--- src/rtl/control_sequencer_if.sv ---
// -----------------------------------------------------------------------------
// control_sequencer_if
//   Bundles the signals between the IR/flag register side and the micro-op
//   sequencer.
//
//   opcode      IR opcode field, valid from T3 onward
//   flag_carry  latched ALU carry flag
//   flag_zero   latched ALU zero flag
//   resume      leaves the HALT state when high
//   ctrl        16-bit datapath control word
//   stage       0-5 = T0-T5, 6 = reset hold, 7 = halt
//   instr_done  high during the final stage of each instruction
//   halted      high while halted
//
//   master: drives opcode/flags/resume and observes the sequencer outputs
//   slave : the sequencer itself
// -----------------------------------------------------------------------------
interface control_sequencer_if #(
  parameter int OPCODE_W = 4
);
  logic [OPCODE_W-1:0] opcode;
  logic                flag_carry;
  logic                flag_zero;
  logic                resume;
  logic [15:0]         ctrl;
  logic [2:0]          stage;
  logic                instr_done;
  logic                halted;

  modport master (
    output opcode, flag_carry, flag_zero, resume,
    input  ctrl, stage, instr_done, halted
  );

  modport slave (
    input  opcode, flag_carry, flag_zero, resume,
    output ctrl, stage, instr_done, halted
  );
endinterface

--- src/rtl/control_sequencer.sv ---
// -----------------------------------------------------------------------------
// control_sequencer
//   Micro-op sequencer for the 8-bit SAP-style CPU. Walks the fetch/execute
//   T-states and decodes the IR opcode into a 16-bit datapath control word.
//   Supports early instruction termination, conditional jumps on ALU flags,
//   load-immediate and a HALT state with resume.
//
//   Parameters
//     OPCODE_W   opcode width; only the low 4 bits are decoded, any nonzero
//                upper bit is treated as NOP
//     EARLY_END  1: return to T0 after the last active stage
//                0: always run T0..T5
//
//   Ports
//     clk   system clock, all state updates on its rising edge
//     rst   synchronous active-high reset (one S_RESET hold cycle after it)
//     bus   control_sequencer_if.slave (opcode/flags/resume in,
//           ctrl/stage/instr_done/halted out)
// -----------------------------------------------------------------------------
module control_sequencer #(
  parameter int OPCODE_W  = 4,
  parameter bit EARLY_END = 1'b1
) (
  input  logic               clk,
  input  logic               rst,
  control_sequencer_if.slave bus
);

  typedef enum logic [2:0] {
    T0      = 3'd0,
    T1      = 3'd1,
    T2      = 3'd2,
    T3      = 3'd3,
    T4      = 3'd4,
    T5      = 3'd5,
    S_RESET = 3'd6,
    S_HALT  = 3'd7
  } state_t;

  // Control word bit positions; "_N" bits are active-low.
  localparam int FLAGS_LOAD      = 15;
  localparam int PC_INC          = 14;
  localparam int PC_EN           = 13;
  localparam int PC_LOAD         = 12;
  localparam int MAR_ADDR_LOAD_N = 11;
  localparam int MAR_MEM_LOAD_N  = 10;
  localparam int RAM_EN_N        = 9;
  localparam int RAM_LOAD_N      = 8;
  localparam int IR_LOAD_N       = 7;
  localparam int IR_EN_N         = 6;
  localparam int REGA_LOAD_N     = 5;
  localparam int REGA_EN         = 4;
  localparam int ADDER_SUB       = 3;
  localparam int REGB_EN         = 2;
  localparam int REGB_LOAD_N     = 1;
  localparam int OUT_LOAD_N      = 0;

  // Every signal deasserted.
  localparam logic [15:0] IDLE_WORD = 16'h0FE3;

  localparam logic [3:0] OP_HLT = 4'h0;
  localparam logic [3:0] OP_NOP = 4'h1;
  localparam logic [3:0] OP_ADD = 4'h2;
  localparam logic [3:0] OP_SUB = 4'h3;
  localparam logic [3:0] OP_LDA = 4'h4;
  localparam logic [3:0] OP_OUT = 4'h5;
  localparam logic [3:0] OP_STA = 4'h6;
  localparam logic [3:0] OP_JMP = 4'h7;
  localparam logic [3:0] OP_JC  = 4'h8;
  localparam logic [3:0] OP_JZ  = 4'h9;
  localparam logic [3:0] OP_LDI = 4'hA;

  state_t      state;
  state_t      state_next;
  state_t      last_stage;
  logic [15:0] ctrl_w;
  logic        done;
  logic        is_last;
  logic        upper_nz;
  logic [3:0]  op;

  // Opcodes wider than the decoded nibble degrade to NOP when any extra bit
  // is set.
  if (OPCODE_W > 4) begin : g_upper
    assign upper_nz = |bus.opcode[OPCODE_W-1:4];
  end else begin : g_no_upper
    assign upper_nz = 1'b0;
  end

  assign op = upper_nz ? OP_NOP : bus.opcode[3:0];

  // Last stage that does real work for the current opcode.
  always_comb begin
    case (op)
      OP_ADD, OP_SUB, OP_STA: last_stage = T5;
      OP_LDA:                 last_stage = T4;
      default:                last_stage = T3;
    endcase
  end

  // In full-length mode only T5 ends an instruction; the stages past the
  // last active one simply fall through with the idle word.
  assign is_last = EARLY_END ? (state >= last_stage) : (state == T5);

  // NOTE: reset is synchronous (sampled only at the clock edge) and the state
  // register uses non-blocking assignment so every reader sees the pre-edge
  // value.
  always_ff @(posedge clk) begin
    if (rst) begin
      state <= S_RESET;
    end else begin
      state <= state_next;
    end
  end

  // NOTE: every output of this block gets a default before the case, so no
  // path leaves a variable unassigned and no latch is inferred.
  always_comb begin
    ctrl_w     = IDLE_WORD;
    done       = 1'b0;
    state_next = S_RESET;

    case (state)
      S_RESET: state_next = T0;

      S_HALT:  state_next = bus.resume ? T0 : S_HALT;

      T0: begin
        ctrl_w[PC_EN]           = 1'b1;
        ctrl_w[MAR_ADDR_LOAD_N] = 1'b0;
        state_next              = T1;
      end

      T1: begin
        ctrl_w[PC_INC] = 1'b1;
        state_next     = T2;
      end

      T2: begin
        ctrl_w[RAM_EN_N]  = 1'b0;
        ctrl_w[IR_LOAD_N] = 1'b0;
        state_next        = T3;
      end

      T3, T4, T5: begin
        if (state == T3) begin
          // Flags only influence the word here, so JC/JZ look at them in T3.
          case (op)
            OP_ADD, OP_SUB, OP_LDA, OP_STA: begin
              ctrl_w[IR_EN_N]         = 1'b0;
              ctrl_w[MAR_ADDR_LOAD_N] = 1'b0;
            end
            OP_OUT: begin
              ctrl_w[REGA_EN]    = 1'b1;
              ctrl_w[OUT_LOAD_N] = 1'b0;
            end
            OP_JMP: begin
              ctrl_w[IR_EN_N] = 1'b0;
              ctrl_w[PC_LOAD] = 1'b1;
            end
            OP_JC: begin
              if (bus.flag_carry) begin
                ctrl_w[IR_EN_N] = 1'b0;
                ctrl_w[PC_LOAD] = 1'b1;
              end
            end
            OP_JZ: begin
              if (bus.flag_zero) begin
                ctrl_w[IR_EN_N] = 1'b0;
                ctrl_w[PC_LOAD] = 1'b1;
              end
            end
            OP_LDI: begin
              ctrl_w[IR_EN_N]     = 1'b0;
              ctrl_w[REGA_LOAD_N] = 1'b0;
            end
            default: ;
          endcase
        end else if (state == T4) begin
          case (op)
            OP_ADD, OP_SUB: begin
              ctrl_w[RAM_EN_N]    = 1'b0;
              ctrl_w[REGB_LOAD_N] = 1'b0;
            end
            OP_LDA: begin
              ctrl_w[RAM_EN_N]    = 1'b0;
              ctrl_w[REGA_LOAD_N] = 1'b0;
            end
            OP_STA: begin
              ctrl_w[REGA_EN]        = 1'b1;
              ctrl_w[MAR_MEM_LOAD_N] = 1'b0;
            end
            default: ;
          endcase
        end else begin
          case (op)
            OP_ADD, OP_SUB: begin
              ctrl_w[REGB_EN]     = 1'b1;
              ctrl_w[REGA_LOAD_N] = 1'b0;
              ctrl_w[FLAGS_LOAD]  = 1'b1;
              ctrl_w[ADDER_SUB]   = (op == OP_SUB);
            end
            OP_STA: ctrl_w[RAM_LOAD_N] = 1'b0;
            default: ;
          endcase
        end

        // HLT ends at T3 in both modes and parks the sequencer.
        if (state == T3 && op == OP_HLT) begin
          done       = 1'b1;
          state_next = S_HALT;
        end else if (is_last) begin
          done       = 1'b1;
          state_next = T0;
        end else begin
          state_next = state_t'(state + 3'd1);
        end
      end

      default: state_next = S_RESET;
    endcase
  end

  assign bus.ctrl       = ctrl_w;
  assign bus.stage      = state;
  assign bus.instr_done = done;
  assign bus.halted     = (state == S_HALT);

endmodule
--- src/flat_wrapper.sv ---
// flat-port wrapper written by rule: the top's interface ports become plain ports
module control_sequencer_flat 
#(
  parameter int OPCODE_W  = 4,
  parameter bit EARLY_END = 1'b1
)
  (clk, rst, bus_opcode, bus_flag_carry, bus_flag_zero, bus_resume, bus_ctrl, bus_stage, bus_instr_done, bus_halted);
  control_sequencer_if #(.OPCODE_W(OPCODE_W)) bus_i ();
  input  logic clk;
  input  logic rst;
  input wire logic [$bits(bus_i.opcode)-1:0] bus_opcode;
  input wire logic [$bits(bus_i.flag_carry)-1:0] bus_flag_carry;
  input wire logic [$bits(bus_i.flag_zero)-1:0] bus_flag_zero;
  input wire logic [$bits(bus_i.resume)-1:0] bus_resume;
  output wire logic [$bits(bus_i.ctrl)-1:0] bus_ctrl;
  output wire logic [$bits(bus_i.stage)-1:0] bus_stage;
  output wire logic [$bits(bus_i.instr_done)-1:0] bus_instr_done;
  output wire logic [$bits(bus_i.halted)-1:0] bus_halted;
  assign bus_i.opcode = bus_opcode;
  assign bus_i.flag_carry = bus_flag_carry;
  assign bus_i.flag_zero = bus_flag_zero;
  assign bus_i.resume = bus_resume;
  assign bus_ctrl = bus_i.ctrl;
  assign bus_stage = bus_i.stage;
  assign bus_instr_done = bus_i.instr_done;
  assign bus_halted = bus_i.halted;
  control_sequencer #(.OPCODE_W(OPCODE_W), .EARLY_END(EARLY_END)) u_core (.clk(clk), .rst(rst), .bus(bus_i));
endmodule
--- config.mk ---
export PLATFORM = sky130hd
export DESIGN_NAME = control_sequencer_flat
export DESIGN_NICKNAME = d
export VERILOG_FILES = /design/src/rtl/control_sequencer_if.sv /design/src/rtl/control_sequencer.sv /design/src/flat_wrapper.sv
export SDC_FILE = /design/constraint.sdc
export NUM_CORES = 1
export LEC_CHECK = 0
export BUFFER_PORTS_ARGS = -buffer_cell sky130_fd_sc_hd__buf_2
export CORE_MARGIN = 8
export CORE_UTILIZATION = 51
export CTS_CLUSTER_SIZE = 28
export DETAILED_ROUTE_END_ITERATION = 8
export GPL_TIMING_DRIVEN = 0
export PLACE_DENSITY = 0.83
export REMOVE_ABC_BUFFERS = 1
export SYNTH_ARGS = -nofsm -noshare
export SYNTH_HDL_FRONTEND = slang
export SYNTH_SLANG_ARGS = --single-unit
export TNS_END_PERCENT = 30
--- constraint.sdc ---
create_clock -name clk -period 5.3 [get_ports clk]
set_input_delay 1.06 -clock clk [delete_from_list [all_inputs] [get_ports clk]]
set_output_delay 1.06 -clock clk [all_outputs]
set_load 0.1 [all_outputs]
==> flow_summary.yaml <==
cells_and_area:
  antennaDiodeCount: 0
  syn2layout_area_growth_pct: 16.6
  n_fill_cell: 142
  final_layout_size_suffix_gt1_frac: 0.331
  fin_cells: 140
  largest_register_ffs: 3
  fin_nets: 143
  multi_input_area_sq_um: 611
  ff_latch_area_sq_um: 60.1
detailed_routing:
  ant_nets: 0
  wl_um: 1930
  vias: 798
  drt_pass1_iterations: 4
  drc_errors: 0
  wl_per_cell_um: 13.8
  vias_per_cell: 5.70
  drt-initial-drc-count: 9
power:
  p_leak_nw: 0.403
  peakVddDrop_mv: 0.419
  power_mw: 0.528
  p_per_area_nw_per_um2: 599
logic_synthesis:
  synth_cell_types: 42
  async_flop_share: 0
  synth-compound-area-share: 0.275
  yosys.area_share.simple: 0.369
  ys_top_cells_by_count: "ha_1, nand2_1, nor2b_1"
  ys.warnings.count: 0
  synth_top_area_share: 0.149
  synth-seq-cells: 3
  synthFlopType: "dfxtp_1"
  syn_avg_cell_area_sq_um: 7.63
  synthMuxAreaShare: 0.0149
  yosys.area.top_type: "ha_1"
  syn_area_sq_um: 756
  synth_top_family_by_area: "simple AND/OR/NAND/NOR gates"
  syn_inst: 99
  yosysSeqAreaShare: 0.0795
  synthAdderAreaFrac: 0.149
  synth-edff-count: 0
  synthXorXnorAreaFrac: 0
  synthTopCellsByArea: "ha_1, dfxtp_1, nor2b_1"
clocking:
  path_clk_slew_ps: 30
  cts-root-buf: "clkbuf_4"
  holdBufCountCts: 0
  cts_sinks: 3
  post-cts-setup-buffer-count: 0
  clk_latency_ps: 230
  tritoncts: "yes"
  htreeDepth: 1
  cts_max_path_buffers: 2
  post_cts_resized: 0
  cts_buffers: 3
outcome:
  status: "complete, no violations"
worst_setup_path:
  r2r_slack_ps: 3590
  r2r-start: "u_core.bus.stage[2]"
  cp-end-kind: "primary output"
  cp-start-kind: "input pin"
  critPathLaunch: "bus_opcode[1]"
  reg2reg_depth: 4
  cp-endpoint: "bus_instr_done"
  critPathKind: "input pin to primary output"
  r2r_end: "u_core.bus.stage[1]"
  crit_fanout: 11
  crit_required_ps: 4240
  crit_arrival_ps: 2880
placement:
  pre_cts_slack_ps: 1350
  port_buffers: 29
  dp_hpwl_um: 1530
  dpl.cell_count: 136
  routabilityCongestion: 0.858
sta:
  hold_ws_ps: 785
  fin_crit_ps: 3940
  max_freq_mhz: 253
  worst_slack_ps: 1360
  tns_ps: 0
  clock_skew_ps: 0.973
  worst_pin_slew_ps: 489
  final-setup-viol-count: 0
  slew_headroom: 0.676
  post-route-period-util: 0.744
  grt_setup_unrepaired: "false"
  hold_viol: 0
  drv_slew: 0
grt:
  track_usage: 0.137
  grt_overflow: 0
  grt_max_degree: 17
  grt_pass1_vias: 757
  grt_pass1_wl_um: 3170
  antenna_found_initial: 0
floorplan:
  start_util: 0.520
  std_cell_rows: 14
  coreArea_sq_um: 1450
  num_io_pins: 30
  dieArea_sq_um: 2970
  die_x_um: 54.5
  die-height_um: 54.5
run:
  cap_violations: 0
min_path:
  hold_path_class: "flip-flop to flip-flop"
## routing by layer
| metal | vias up | track usage | wire (um) |
|---|---|---|---|
| li1 | 412 | - | - |
| met1 | 351 | 0.173 | 900 |
| met2 | 31 | 0.219 | 789 |
| met3 | 4 | 0.0136 | 210 |
| met4 | 0 | 0.0779 | 25 |
| met5 | - | 0 | 0 |
## worst max-delay path: stages
cell	delay (ps)
buf_2	210
nor2_2	80
a211oi_1	320
inv_1	90
ha_1	300
nand2_1	90
o21a_1	170
a21oi_1	120
buf_2	440
## layout by cell type (no fill, tap or decap), types with 3 or more instances in the layout
master,instances
a21oi_1,5
buf_2,29
clkbuf_4,3
dfxtp_1,3
ha_1,9
inv_1,5
nand2_1,9
nand2b_1,3
nand3b_1,4
nor2_1,5
nor2b_1,7
o21ai_0,4
o21bai_1,3
## metrics by stage
| step | instance area [sq um] | util |
|---|---|---|
| 3_3_place_gp | 855 | 0.588 |
| 6_report | 881 | 0.606 |
| 4_1_cts | 881 | 0.606 |
| 2_1_floorplan | 689 | - |
| 3_5_place_dp | 855 | 0.588 |
| 5_1_grt | 881 | 0.606 |
## logic make-up after synthesis
kind of cell | after synthesis
and+or+nand+nor | 44
AOI/OAI and AO/OA | 29
buffers and inverters | 13
adders and majority gates | 9
DFF | 3
muxes | 1
## report_power, final
part	total (mW)	leakage, nW	internal, mW	switching (mW)
combinational	0.441	0.363	0.0985	0.342
clock	0.0387	0.0150	0.0281	0.0106
sequential	0.0484	0.0251	0.0319	0.0166
## how the worst min path moves through the flow
stage	start	end	slack, ps	cells after the start
finish	u_core.bus.stage[0]	u_core.bus.stage[0]	780	3
CTS	u_core.bus.stage[0]	u_core.bus.stage[0]	790	3
global route	u_core.bus.stage[0]	u_core.bus.stage[0]	830	3
floorplan	rst	u_core.bus.stage[1]	1170	2
global placement	u_core.bus.stage[0]	u_core.bus.stage[0]	760	3
detailed placement	u_core.bus.stage[0]	u_core.bus.stage[0]	780	3
## final cells by class
class,count,area share
Multi-Input combinational cell,83,0.693
Timing Repair Buffer,29,0.165
Sequential cell,3,0.0682
Clock buffer,4,0.0298
Tap cell,16,0.0227
Inverter,5,0.0213
Power figures use the tool's default switching activity.
